--- src/rtl/wb_commit_trace_pkg.sv ---
// Shared commit-record definitions for wb_commit_trace: field widths and packed record layout.
// The timestamp field only exists when TRACE_TIMESTAMP_EN is defined.
package wb_commit_trace_pkg;

  localparam int PC_W   = 32;
  localparam int RD_W   = 5;
  localparam int DATA_W = 32;
  localparam int SEQ_W  = 32;
  localparam int TS_W   = 32;
  localparam int DROP_W = 16;

  // Field order fixes the packing: pc in the MSBs, seq (or cycle) in the LSBs.
  typedef struct packed {
    logic [PC_W-1:0]   pc;
    logic              we;
    logic [RD_W-1:0]   rd;
    logic [DATA_W-1:0] wdata;
    logic [SEQ_W-1:0]  seq;
`ifdef TRACE_TIMESTAMP_EN
    logic [TS_W-1:0]   cycle;
`endif
  } trace_rec_t;

  localparam int REC_W = $bits(trace_rec_t);

endpackage

--- src/rtl/wb_commit_trace_if.sv ---
// Write-back commit inputs and trace-port handshake bundled for wb_commit_trace.
interface wb_commit_trace_if;
  import wb_commit_trace_pkg::*;

  logic              wb_have_inst;
  logic [PC_W-1:0]   wb_pc;
  logic              wb_rf_WE;
  logic [RD_W-1:0]   wb_rd;
  logic [DATA_W-1:0] wb_wdata;

  logic              trace_valid;
  logic              trace_ready;
  logic [PC_W-1:0]   trace_pc;
  logic              trace_we;
  logic [RD_W-1:0]   trace_rd;
  logic [DATA_W-1:0] trace_wdata;
  logic [SEQ_W-1:0]  trace_seq;
  logic [TS_W-1:0]   trace_cycle;
  logic              trace_ovf;
  logic [DROP_W-1:0] trace_drops;

  modport slave (
    input  wb_have_inst, wb_pc, wb_rf_WE, wb_rd, wb_wdata, trace_ready,
    output trace_valid, trace_pc, trace_we, trace_rd, trace_wdata,
           trace_seq, trace_cycle, trace_ovf, trace_drops
  );

  modport master (
    output wb_have_inst, wb_pc, wb_rf_WE, wb_rd, wb_wdata, trace_ready,
    input  trace_valid, trace_pc, trace_we, trace_rd, trace_wdata,
           trace_seq, trace_cycle, trace_ovf, trace_drops
  );

endinterface

--- src/rtl/wb_commit_trace_sync_fifo.sv ---
// Synchronous FIFO with a registered head word; occupancy tracked by a count, not pointer compare.
// Caller must never push while full unless it pops in the same cycle.
module trace_sync_fifo #(
  parameter int WIDTH = 8,
  parameter int DEPTH = 8
) (
  input  logic                     clk,
  input  logic                     reset,
  input  logic                     i_push,
  input  logic [WIDTH-1:0]         i_din,
  input  logic                     i_pop,
  output logic [WIDTH-1:0]         o_head,
  output logic [$clog2(DEPTH):0]   o_count
);

  localparam int AW = $clog2(DEPTH);

  logic [WIDTH-1:0] r_mem [DEPTH];
  logic [AW-1:0]    r_wr_ptr;
  logic [AW-1:0]    r_rd_ptr;
  logic [AW:0]      r_count;
  logic [WIDTH-1:0] r_head;
  logic [AW-1:0]    w_rd_ptr_inc;

  assign w_rd_ptr_inc = r_rd_ptr + 1'b1;

  always_ff @(posedge clk) begin
    if (i_push) begin
      r_mem[r_wr_ptr] <= i_din;
    end
  end

  always_ff @(posedge clk) begin
    if (!reset) begin
      r_wr_ptr <= '0;
      r_rd_ptr <= '0;
      r_count  <= '0;
      r_head   <= '0;
    end else begin
      if (i_push) r_wr_ptr <= r_wr_ptr + 1'b1;
      if (i_pop)  r_rd_ptr <= w_rd_ptr_inc;

      case ({i_push, i_pop})
        2'b10:   r_count <= r_count + 1'b1;
        2'b01:   r_count <= r_count - 1'b1;
        default: r_count <= r_count;
      endcase

      // Head register tracks the entry that will sit at rd_ptr next cycle; an emptied FIFO keeps the old word.
      if (i_pop) begin
        if (r_count > (AW+1)'(1)) begin
          r_head <= r_mem[w_rd_ptr_inc];
        end else if (i_push) begin
          r_head <= i_din;
        end
      end else if (i_push && (r_count == '0)) begin
        r_head <= i_din;
      end
    end
  end

  assign o_head  = r_head;
  assign o_count = r_count;

endmodule

--- src/rtl/wb_commit_trace.sv ---
// Commit trace capture: builds one record per retiring instruction and queues it for a debug sink.
// Define TRACE_TIMESTAMP_EN to stamp each record with a free-running cycle counter.
module wb_commit_trace
  import wb_commit_trace_pkg::*;
#(
  parameter int DEPTH = 8
) (
  input  logic               clk,
  input  logic               reset,
  wb_commit_trace_if.slave   bus
);

  localparam int AW = $clog2(DEPTH);

  logic [AW:0]       w_count;
  logic              w_full;
  logic              w_valid;
  logic              w_pop;
  logic              w_push;
  logic              w_we;
  trace_rec_t        w_rec_in;
  trace_rec_t        w_head;

  logic [SEQ_W-1:0]  r_seq_ctr;
  logic [DROP_W-1:0] r_drops;
  logic              r_ovf;

  assign w_valid = (w_count != '0);
  assign w_full  = (w_count == (AW+1)'(DEPTH));
  assign w_pop   = w_valid & bus.trace_ready;
  // A full FIFO still takes the new record when the head leaves in the same cycle.
  assign w_push  = bus.wb_have_inst & (~w_full | w_pop);
  assign w_we    = bus.wb_rf_WE & (bus.wb_rd != '0);

`ifdef TRACE_TIMESTAMP_EN
  logic [TS_W-1:0] r_cycle_ctr;

  always_ff @(posedge clk) begin
    if (!reset) begin
      r_cycle_ctr <= '0;
    end else begin
      r_cycle_ctr <= r_cycle_ctr + 1'b1;
    end
  end
`endif

  always_comb begin
    w_rec_in       = '0;
    w_rec_in.pc    = bus.wb_pc;
    w_rec_in.we    = w_we;
    w_rec_in.rd    = bus.wb_rd;
    w_rec_in.wdata = w_we ? bus.wb_wdata : '0;
    w_rec_in.seq   = r_seq_ctr;
`ifdef TRACE_TIMESTAMP_EN
    w_rec_in.cycle = r_cycle_ctr;
`endif
  end

  // Sequence numbers advance on every commit, stored or dropped, so gaps reveal losses.
  always_ff @(posedge clk) begin
    if (!reset) begin
      r_seq_ctr <= '0;
      r_drops   <= '0;
      r_ovf     <= 1'b0;
    end else if (bus.wb_have_inst) begin
      r_seq_ctr <= r_seq_ctr + 1'b1;
      if (!w_push) begin
        r_ovf <= 1'b1;
        if (r_drops != '1) begin
          r_drops <= r_drops + 1'b1;
        end
      end
    end
  end

  trace_sync_fifo #(
    .WIDTH (REC_W),
    .DEPTH (DEPTH)
  ) u_fifo (
    .clk     (clk),
    .reset   (reset),
    .i_push  (w_push),
    .i_din   (w_rec_in),
    .i_pop   (w_pop),
    .o_head  (w_head),
    .o_count (w_count)
  );

  assign bus.trace_valid = w_valid;
  assign bus.trace_pc    = w_head.pc;
  assign bus.trace_we    = w_head.we;
  assign bus.trace_rd    = w_head.rd;
  assign bus.trace_wdata = w_head.wdata;
  assign bus.trace_seq   = w_head.seq;
`ifdef TRACE_TIMESTAMP_EN
  assign bus.trace_cycle = w_head.cycle;
`else
  assign bus.trace_cycle = '0;
`endif
  assign bus.trace_ovf   = r_ovf;
  assign bus.trace_drops = r_drops;

endmodule

--- src/flat_wrapper.sv ---
// flat-port wrapper written by rule: the top's interface ports become plain ports
module wb_commit_trace_flat import wb_commit_trace_pkg::*;
#(
  parameter int DEPTH = 8
)
  (clk, reset, bus_wb_have_inst, bus_wb_pc, bus_wb_rf_WE, bus_wb_rd, bus_wb_wdata, bus_trace_ready, bus_trace_valid, bus_trace_pc, bus_trace_we, bus_trace_rd, bus_trace_wdata, bus_trace_seq, bus_trace_cycle, bus_trace_ovf, bus_trace_drops);
  wb_commit_trace_if bus_i ();
  input  logic clk;
  input  logic reset;
  input wire logic [$bits(bus_i.wb_have_inst)-1:0] bus_wb_have_inst;
  input wire logic [$bits(bus_i.wb_pc)-1:0] bus_wb_pc;
  input wire logic [$bits(bus_i.wb_rf_WE)-1:0] bus_wb_rf_WE;
  input wire logic [$bits(bus_i.wb_rd)-1:0] bus_wb_rd;
  input wire logic [$bits(bus_i.wb_wdata)-1:0] bus_wb_wdata;
  input wire logic [$bits(bus_i.trace_ready)-1:0] bus_trace_ready;
  output wire logic [$bits(bus_i.trace_valid)-1:0] bus_trace_valid;
  output wire logic [$bits(bus_i.trace_pc)-1:0] bus_trace_pc;
  output wire logic [$bits(bus_i.trace_we)-1:0] bus_trace_we;
  output wire logic [$bits(bus_i.trace_rd)-1:0] bus_trace_rd;
  output wire logic [$bits(bus_i.trace_wdata)-1:0] bus_trace_wdata;
  output wire logic [$bits(bus_i.trace_seq)-1:0] bus_trace_seq;
  output wire logic [$bits(bus_i.trace_cycle)-1:0] bus_trace_cycle;
  output wire logic [$bits(bus_i.trace_ovf)-1:0] bus_trace_ovf;
  output wire logic [$bits(bus_i.trace_drops)-1:0] bus_trace_drops;
  assign bus_i.wb_have_inst = bus_wb_have_inst;
  assign bus_i.wb_pc = bus_wb_pc;
  assign bus_i.wb_rf_WE = bus_wb_rf_WE;
  assign bus_i.wb_rd = bus_wb_rd;
  assign bus_i.wb_wdata = bus_wb_wdata;
  assign bus_i.trace_ready = bus_trace_ready;
  assign bus_trace_valid = bus_i.trace_valid;
  assign bus_trace_pc = bus_i.trace_pc;
  assign bus_trace_we = bus_i.trace_we;
  assign bus_trace_rd = bus_i.trace_rd;
  assign bus_trace_wdata = bus_i.trace_wdata;
  assign bus_trace_seq = bus_i.trace_seq;
  assign bus_trace_cycle = bus_i.trace_cycle;
  assign bus_trace_ovf = bus_i.trace_ovf;
  assign bus_trace_drops = bus_i.trace_drops;
  wb_commit_trace #(.DEPTH(DEPTH)) u_core (.clk(clk), .reset(reset), .bus(bus_i));
endmodule
--- config.mk ---
export PLATFORM = sky130hd
export DESIGN_NAME = wb_commit_trace_flat
export DESIGN_NICKNAME = d
export VERILOG_FILES = /design/src/rtl/wb_commit_trace_pkg.sv /design/src/rtl/wb_commit_trace_if.sv /design/src/rtl/wb_commit_trace_sync_fifo.sv /design/src/rtl/wb_commit_trace.sv /design/src/flat_wrapper.sv
export SDC_FILE = /design/constraint.sdc
export NUM_CORES = 1
export LEC_CHECK = 0
export CAP_MARGIN = 5
export CORE_ASPECT_RATIO = 0.5
export CORE_MARGIN = 10
export CORE_UTILIZATION = 50
export DETAILED_ROUTE_END_ITERATION = 12
export GPL_ROUTABILITY_DRIVEN = 0
export PLACE_DENSITY = 0.68
export SETUP_SLACK_MARGIN = 0.05
export SLEW_MARGIN = 20
export SYNTH_ARGS = -nofsm -noshare
export SYNTH_HDL_FRONTEND = slang
export SYNTH_HIERARCHICAL = 1
export SYNTH_SLANG_ARGS = --single-unit
--- constraint.sdc ---
create_clock -name clk -period 13 [get_ports clk]
set_input_delay 2.6 -clock clk [delete_from_list [all_inputs] [get_ports clk]]
set_output_delay 2.6 -clock clk [all_outputs]
set_load 0.05 [all_outputs]
## Word level (Yosys, flattened, before mapping)

Memories as Yosys holds them, arrays and structs flattened.
Index checks and enable logic that the tools add are counted.

| storage, ports and cells | value |
|---|---|
| register bits after elaboration | 161 |
| bits in writable memories | 816 |
| bits of input ports | 74 |
| output and inout bits | 152 |
| word-level logic and storage cells | 43 |
| memories kept | 1 |

Memories:

| memory | depth | width | read ports | clocked after memory_dff | wr ports | RTL line | RTL |
|---|---|---|---|---|---|---|---|
| u_core.u_fifo.r_mem | 8 | 102 | 1 | 0 | 1 | wb_commit_trace_sync_fifo.sv:18 | `logic [WIDTH-1:0] r_mem [DEPTH];` |

| cells by class | value |
|---|---|
| add/sub/neg operators | 6 |
| order comparisons | 1 |
| equality and inequality tests | 5 |
| muxes and demuxes | 8 |
| bitwise gates (word level) | 6 |
| reductions and logical operators | 9 |

Operators by type and width:

| cell | number |
|---|---|
| $mux 102 | 4 |
| $add 32x1->32 const B | 1 |
| $mux 32 | 1 |
| $add 16x1->16 const B | 1 |
| $ne 16x16->1 const B | 1 |
| $pmux 4 s2 | 1 |
| $add 3x1->3 const B | 2 |
| $reduce_bool 5->1 | 1 |
| $add 4x1->4 const B | 1 |
| $eq 4x4->1 const B | 1 |
| $gt 4x1->1 const B | 1 |
| $logic_not 4->1 | 1 |
| $reduce_and 2->1 | 2 |
| $reduce_bool 2->1 | 2 |
| $reduce_bool 4->1 | 1 |
| $sub 4x1->4 const B | 1 |
| $and 1x1->1 | 3 |
| $ne 3x2->1 const B | 1 |
| $reduce_and 3->1 | 1 |
| $eq 2x1->1 const B | 1 |
| $eq 2x2->1 const B | 1 |
| $mux 1 | 2 |
| $not 1->1 | 2 |
| $logic_and 1x1->1 | 1 |
| $or 1x1->1 | 1 |

## Depth between registers and ports, before layout

| depth | value |
|---|---|
| word-level depth | 7 |
| gate-level depth with buffers | 11 |
| gate-level depth less buffers | 8 |

## Modules after synthesis

The synthesis kept the hierarchy.

Modules (own cells, without submodules):

| module | instances | cells an instance | area an instance (um^2) | sequential area each (um^2) |
|---|---|---|---|---|
| trace_sync_fifo | 1 | 1707 | 34575.7 | 26745.7 |
| wb_commit_trace | 1 | 342 | 2817.7 | 980.9 |

## Worst setup path before layout

No wires, ideal clock.

| timing path | value |
|---|---|
| kind | in2reg |
| from | input bus_wb_have_inst |
| to | memory u_core/u_fifo/r_mem[0][0] in the netlist's numbering, enable pin |
| setup time | 0.688 ns |
| arrival | 10.070 ns |
| data required time | 12.312 ns |
| setup slack | 2.242 ns |
| stages on the path | 5 |
| buffers on the path | 2 |
| path through | buf_4 -> a21boi_0 -> buf_2 -> nand2b_1 -> nor3_1 |

| between the ends | value |
|---|---|
| cells in the longest elaborated chain, start to end | 3 |

Ends and longest elaborated chain:

| item | RTL line | RTL |
|---|---|---|
| start: declaration | flat_wrapper.sv:10 | `input wire logic [$bits(bus_i.wb_have_inst)-1:0] bus_wb_have_inst;` |
| $and 1x1->1 | wb_commit_trace.sv:32 | `assign w_push = bus.wb_have_inst & (~w_full \| w_pop);` |
| via u_core.w_push | wb_commit_trace.sv:19 | `logic w_push;` |
| $mux 1 | wb_commit_trace_sync_fifo.sv:28 | `if (i_push) begin` |
| $mux 1 (implied by the code) | wb_commit_trace_sync_fifo.sv:29 | `r_mem[r_wr_ptr] <= i_din;` |
| end: declaration | wb_commit_trace_sync_fifo.sv:18 |  |

The timed path passes the listed nets, and every way through them passes these cells.

## Final worst setup path

| timing path | value |
|---|---|
| from | input bus_wb_have_inst |
| to | register u_core.u_fifo.r_head[95] (netlist: u_core/u_fifo/o_head[95]) |

| between the ends | value |
|---|---|
| cells in the longest elaborated chain, start to end | 4 |
| elaborated cells on any way between the ends | 5 |
| classes of those cells | 1 x eq/ne; 1 x bitwise; 3 x reduce/logical |

Ends and longest elaborated chain:

| item | RTL line | RTL |
|---|---|---|
| $and 1x1->1 (*) | wb_commit_trace.sv:32 |  |
| via u_core.w_push | wb_commit_trace.sv:19 |  |
| $logic_and 1x1->1 | wb_commit_trace_sync_fifo.sv:56 | `end else if (i_push && (r_count == '0)) begin` |
| $reduce_bool 2->1 (no source line) | n/a |  |
| $reduce_and 2->1 (no source line) (*) | n/a |  |
| end signal: assignment | wb_commit_trace_sync_fifo.sv:52 | `r_head <= r_mem[w_rd_ptr_inc];` |
| end signal: assignment | wb_commit_trace_sync_fifo.sv:54 | `r_head <= i_din;` |
| end signal: assignment | wb_commit_trace_sync_fifo.sv:57 | `r_head <= i_din;` |
| end: declaration | wb_commit_trace_sync_fifo.sv:22 | `logic [WIDTH-1:0] r_head;` |

Mark *: on every way through the listed nets, which the timed path passes. The rest lies on a longest branch.
A chain may end at the register's enable or synchronous reset.

==> flow_summary.json <==
{
  "critPathLaunchType": "input pin",
  "fin_crit_ps": 6060,
  "clk_pin_slew_ps": 60,
  "p_int_mw": 5.75,
  "leakage_nw": 13.1,
  "start_util_pct": 50.8,
  "grt_max_degree": 156,
  "synthFlopType": "edfxtp_1",
  "p_clk_share_pct": 30.9,
  "finalSetupTns_ps": 0,
  "arrival_ps": 6510,
  "clk_latency_ps": 640,
  "cts_made_buffers": 83,
  "synth_seq_area_share_pct": 74.1,
  "synth_edf_count": 816,
  "drtIter0Drc": 1838,
  "dp_hpwl_um": 44900,
  "final_area_um2": 43000,
  "combPwrFrac_pct": 23.4,
  "synthSimpleGateAreaFrac_pct": 4.05,
  "num_vias": 19600,
  "status": "completed",
  "period_share_pct": 46.6,
  "finalClockSkew_ps": 24.3,
  "avgSynthCellArea_um2": 18.2,
  "cp_max_fo": 56,
  "synth_top_family_by_area": "multiplexers",
  "worstPathRequired_ps": 13450,
  "core_area_um2": 73600,
  "area_growth_pct": 14.9,
  "grt_pass1_vias": 20400,
  "ys_types": 54,
  "power_density_nw_per_um2": 190,
  "cts_tree": "done",
  "io_pins": 226,
  "totalWireLength_um": 83900,
  "ctsHoldBuffers": 0,
  "drc": 0,
  "cts_root_buffer": "clkbuf_16",
  "synth_xor_xnor_area_share_pct": 0.840,
  "grt_remaining_overflow": 0,
  "synthArstFlopShare_pct": 0,
  "worst_slew_margin_rel_pct": 23.2,
  "cp-end-kind": "register",
  "cap_violations": 0,
  "yosys_warnings": 6,
  "synth-adder-area-share_pct": 0.301,
  "antenna_found_initial": 1,
  "fmax_mhz": 165,
  "drv_slew": 0,
  "hold_viol_final": 0,
  "die_area_um2": 86800,
  "nets": 2326,
  "cts_sinks": 977,
  "synth_compound_area_share_pct": 4.73,
  "dr.pass1.iters": 5,
  "fp.dieW_um": 407,
  "p_seq_share_pct": 45.7,
  "fillers": 5406,
  "p_sw_share_pct": 29.5,
  "syn_inst": 2049,
  "rows": 70,
  "layout-drive-gt1-share_pct": 16.6,
  "muxShareOfSynthArea_pct": 12.6,
  "setup_viol": 0,
  "holdCritPathClass": "register to register",
  "rsz0062_at_grt": "no",
  "p_switching_mw": 2.40,
  "tightest_slew_ps": 1150,
  "grt_first_pass_wirelength_um": 127000,
  "routedWlPerCell_um": 25.5,
  "synth_seq_cells": 977,
  "via_per_inst": 5.96,
  "post_dp_cell_area_um2": 40200,
  "clock_path_buffers": 3,
  "syn_area_um2": 37400,
  "htree_num_levels": 3,
  "die_h_um": 213,
  "ant_nets": 0,
  "grt_usage_pct": 19.1,
  "worstSetupPathType": "input pin to register",
  "io_buffer_count": 193,
  "postCtsSetupRepairBufs": 0,
  "ir_drop_mv": 0.107,
  "cts_resized": 0
}
critical path: stages:
cell             delay, ps
clkdlybuf4s50_1        590
a21boi_0               220
buf_4                  200
inv_1                   60
ha_1                   240
inv_1                   60
o32ai_1                640
or2_4                  790
buf_4                  830
o32ai_1                220
worst paths after layout:
path	start	end	slack (ps)	cells past startpoint
worst max register to register	u_core/u_fifo/r_rd_ptr[0]	u_core/u_fifo/o_head[77]	8450	6
worst max-delay path	bus_wb_have_inst	u_core/u_fifo/o_head[95]	6940	10
worst min register to register	u_core/u_fifo/o_head[78]	u_core/u_fifo/o_head[78]	450	2
worst min-delay path	u_core/u_fifo/o_head[78]	u_core/u_fifo/o_head[78]	450	2
power groups by stage:
stage	sequential (mW)	combinational, mW	clock, mW
floorplan	4.09	1.05	0
finish	3.72	1.91	2.52
CTS	3.73	1.93	2.56
global placement	3.79	1.91	0
global route	3.75	2.03	2.70
detailed placement	3.80	1.92	0
cells by family after synthesis:
family / count (synthesis)
buffers and inverters: 263
other: 1
XOR/XNOR: 35
adder cells (fa/ha/maj): 9
AO/OA/AOI/OAI: 243
multiplexers: 215
AND/OR/NAND/NOR: 306
flip-flops: 977
synth_stat cells, drive strengths merged, types with 6 or more instances:
master	number	area [µm²]
a21oi	13	65.1
and2	37	234
and3	6	38.8
and4	8	77.6
buf	107	644
clkbuf	40	171
dfxtp	161	3220
edfxtp	816	24500
ha	9	113
inv	116	435
mux2i	11	110
mux4	204	4590
nand2	30	113
nand2b	11	68.8
nand3	17	90.1
nand4	11	83.8
nor2	153	574
nor3	6	41.3
nor4	7	43.8
o21ai	11	55.1
o22ai	102	638
o32ai	103	902
or3	9	58.8
xnor2	23	201
xor2	12	113
metal layers:
layer | global-route usage [%] | wire length, µm
met1 | 26.8 | 36100
met2 | 31.1 | 40700
met3 | 3.51 | 5340
met4 | 4.97 | 1720
met5 | 0 | 0
final cells by class:
cell class	count	area, µm²	share of cell area [%]
Sequential cell	977	27700	64.5
Multi-Input combinational cell	840	8620	20.1
Clock buffer	119	2390	5.55
Timing Repair Buffer	225	2200	5.11
Tap cell	972	1220	2.83
Inverter	116	435	1.01
Clock inverter	36	384	0.894
Antenna cell	1	2.50	0.00582
stage by stage:
step | hold WS (ps) | util (%) | worst slack, ps | power (mW) | instances
finish | 453 | 58.4 | 6940 | 8.15 | 3286
global route | 473 | 58.4 | 6800 | 8.47 | 3286
global placement | 445 | 54.6 | 6410 | 5.70 | 3130
CTS | 457 | 58.4 | 7030 | 8.23 | 3285
detailed placement | 447 | 54.6 | 6340 | 5.72 | 3130
floorplan | 465 | - | 2240 | 5.14 | 2080
state kept, by name, indices dropped and copies added, names as in the netlist:
| name | cells |
|---|---|
| u_core/bus.trace_ovf | 1 |
| u_core/u_fifo/r_rd_ptr | 3 |
| u_core/r_seq_ctr | 32 |
| u_core/u_fifo/r_wr_ptr | 3 |
| u_core/u_fifo/o_head | 102 |
| u_core/u_fifo/r_mem | 816 |
| u_core/u_fifo/o_count | 4 |
| u_core/bus.trace_drops | 16 |
cell usage in the layout, fill, tap and decap left out, types with 6 or more instances in the layout:
cell type	n
clkbuf_1	22
mux4_2	204
nand2_1	29
a21oi_1	13
o22ai_1	102
mux2i_1	11
xor2_1	11
inv_1	116
o32ai_1	103
clkdlybuf4s50_1	193
o21ai_0	11
xnor2_1	23
or3_1	7
nand3_1	16
nor2_4	6
bufinv_16	7
nor2_1	147
nand4_1	10
clkinv_2	11
clkbuf_16	86
ha_1	9
dfxtp_1	160
nand2b_1	11
buf_4	30
clkbuf_8	11
conb_1	32
edfxtp_1	816
clkinv_1	12
and2_1	35
nor4_1	7
No activity file was read; power rests on OpenSTA's default activity.
==> RTL edit, RTL diff (config.mk and constraints unchanged) <==
The package constant `TS_W` goes from 32 to 16.
--- a/src/rtl/wb_commit_trace_pkg.sv
+++ b/src/rtl/wb_commit_trace_pkg.sv
@@ -8,3 +8,3 @@
   localparam int SEQ_W  = 32;
-  localparam int TS_W   = 32;
+  localparam int TS_W   = 16;
   localparam int DROP_W = 16;
Interface: changed (resized bus_trace_cycle); port bits go from 226 to 210. No check against the original RTL was run, so the function may have changed too.
==> RTL edit against the original RTL <==
Sequential cell count unchanged; hold slack better by 0.52 ps; worst setup slack got worse by 510 ps; final cell count is 0.55% lower; cell area hardly changed; wire length decreased by 1.3%; power is 0.30% higher; clock power increased by 2%; non-clock buffer count decreased by 1; global-route usage down 0.10 points; sequential share of layout area hardly changed; area after synthesis is 0.32% lower; die area is 0.30% lower; largest power group unchanged; highest routed layer unchanged.
==> RTL edit: results (changes against the original RTL) <==
Seq/total area - 0.6458 (about the same)
Diodes inserted - 0 (-1)
Area contributors post-synth - edfxtp_1 66%, mux4_2 12%, dfxtp_1 8.6%
pin count of the biggest net entering global routing - 160 (+2.6%)
ratio of cells with drive above 1 in the final layout - 0.1729 (+0.006459)
Tot GR Track Use - 0.1905 (-0.001007)
Slew @ Worst Pin - 1148 ps (-3.774 ps)
CTS buffer count - 84 (+1.2%)
Worst Skew - 25.99 ps (+1.671 ps)
via count - 19.55k (-0.13%)
DRT iter0 DRCs - 1,811 (-1.5%)
Cells after Synth - 2,033 (-0.78%)
DP HPWL - 44,980 um (+0.20%)
post-synthesis sequential area ratio - 0.7439 (+0.002389)
first-pass GRT wire length - 126,300 um (-0.66%)
area of the multi-input gates - 8556 um^2 (-0.70%)
hold_ws - 453.7 ps (+0.5250 ps)
number of fill cells - 5,371 (-0.65%)
Pleak - 13.12 nW (-0.20%)
buffering overhead - 0.05099 (-0.0001450)
Placed Instance Area - 40,130 um^2 (-0.17%)
time the worst path needs with I/O delays and setup - 6572 ps (+512.9 ps)
Placement Setup Slack - 5778 ps (-564.9 ps)
synth-to-layout area growth - 15.21%
status - complete, no violations
XOR/XNOR share of the synthesized area - 0.008426 (+0.00002706)
Hold Path End - u_core/u_fifo/o_head[30]$_SDFFE_PN0P_
WP data arrival - 6850 ps (+340 ps)
FF-to-FF Start - u_core/u_fifo/o_count[0]$_SDFFE_PN0P_
clk_buf instances - 107 (-10%)
Clock-cell share - 0.06556 (+0.001087)
Plain + repair buffers - 224 (-0.44%)
mux cell area share after synthesis - 0.1262 (+0.0004054)
max incr delay on CP - 870 ps (+40 ps)
reg2reg end - u_core/u_fifo/r_mem[7][78]$_DFFE_PP_
Core Footprint - 73,480 um^2 (-0.12%)
RTL edit: cell types whose count changed after synthesis, sizes merged:
| cell | delta |
|---|---|
| buf | -16 |
RTL edit: where the power goes:
| part | switching, mW | internal [mW] | total, mW | leakage [nW] |
|---|---|---|---|---|
| sequential | 0.135 | 3.58 | 3.72 | 8.56 |
| clock | 1.12 | 1.44 | 2.56 | 1.39 |
| combinational | 1.16 | 0.746 | 1.90 | 3.17 |
RTL edit: layer usage:
layer | track usage | vias up | routed length, um
met5 | 0 | - | 0
met4 | 0.03651 | 0 | 1220
met3 | 0.03442 | 91 | 5319
met2 | 0.3136 | 683 | 40940
met1 | 0.2681 | 10300 | 35340
li1 | - | 8472 | -
RTL edit: tightest hold or removal path, stage by stage (launching register included):
cell,delay (ps)
dfxtp_1,310
inv_1,50
o32ai_1,50
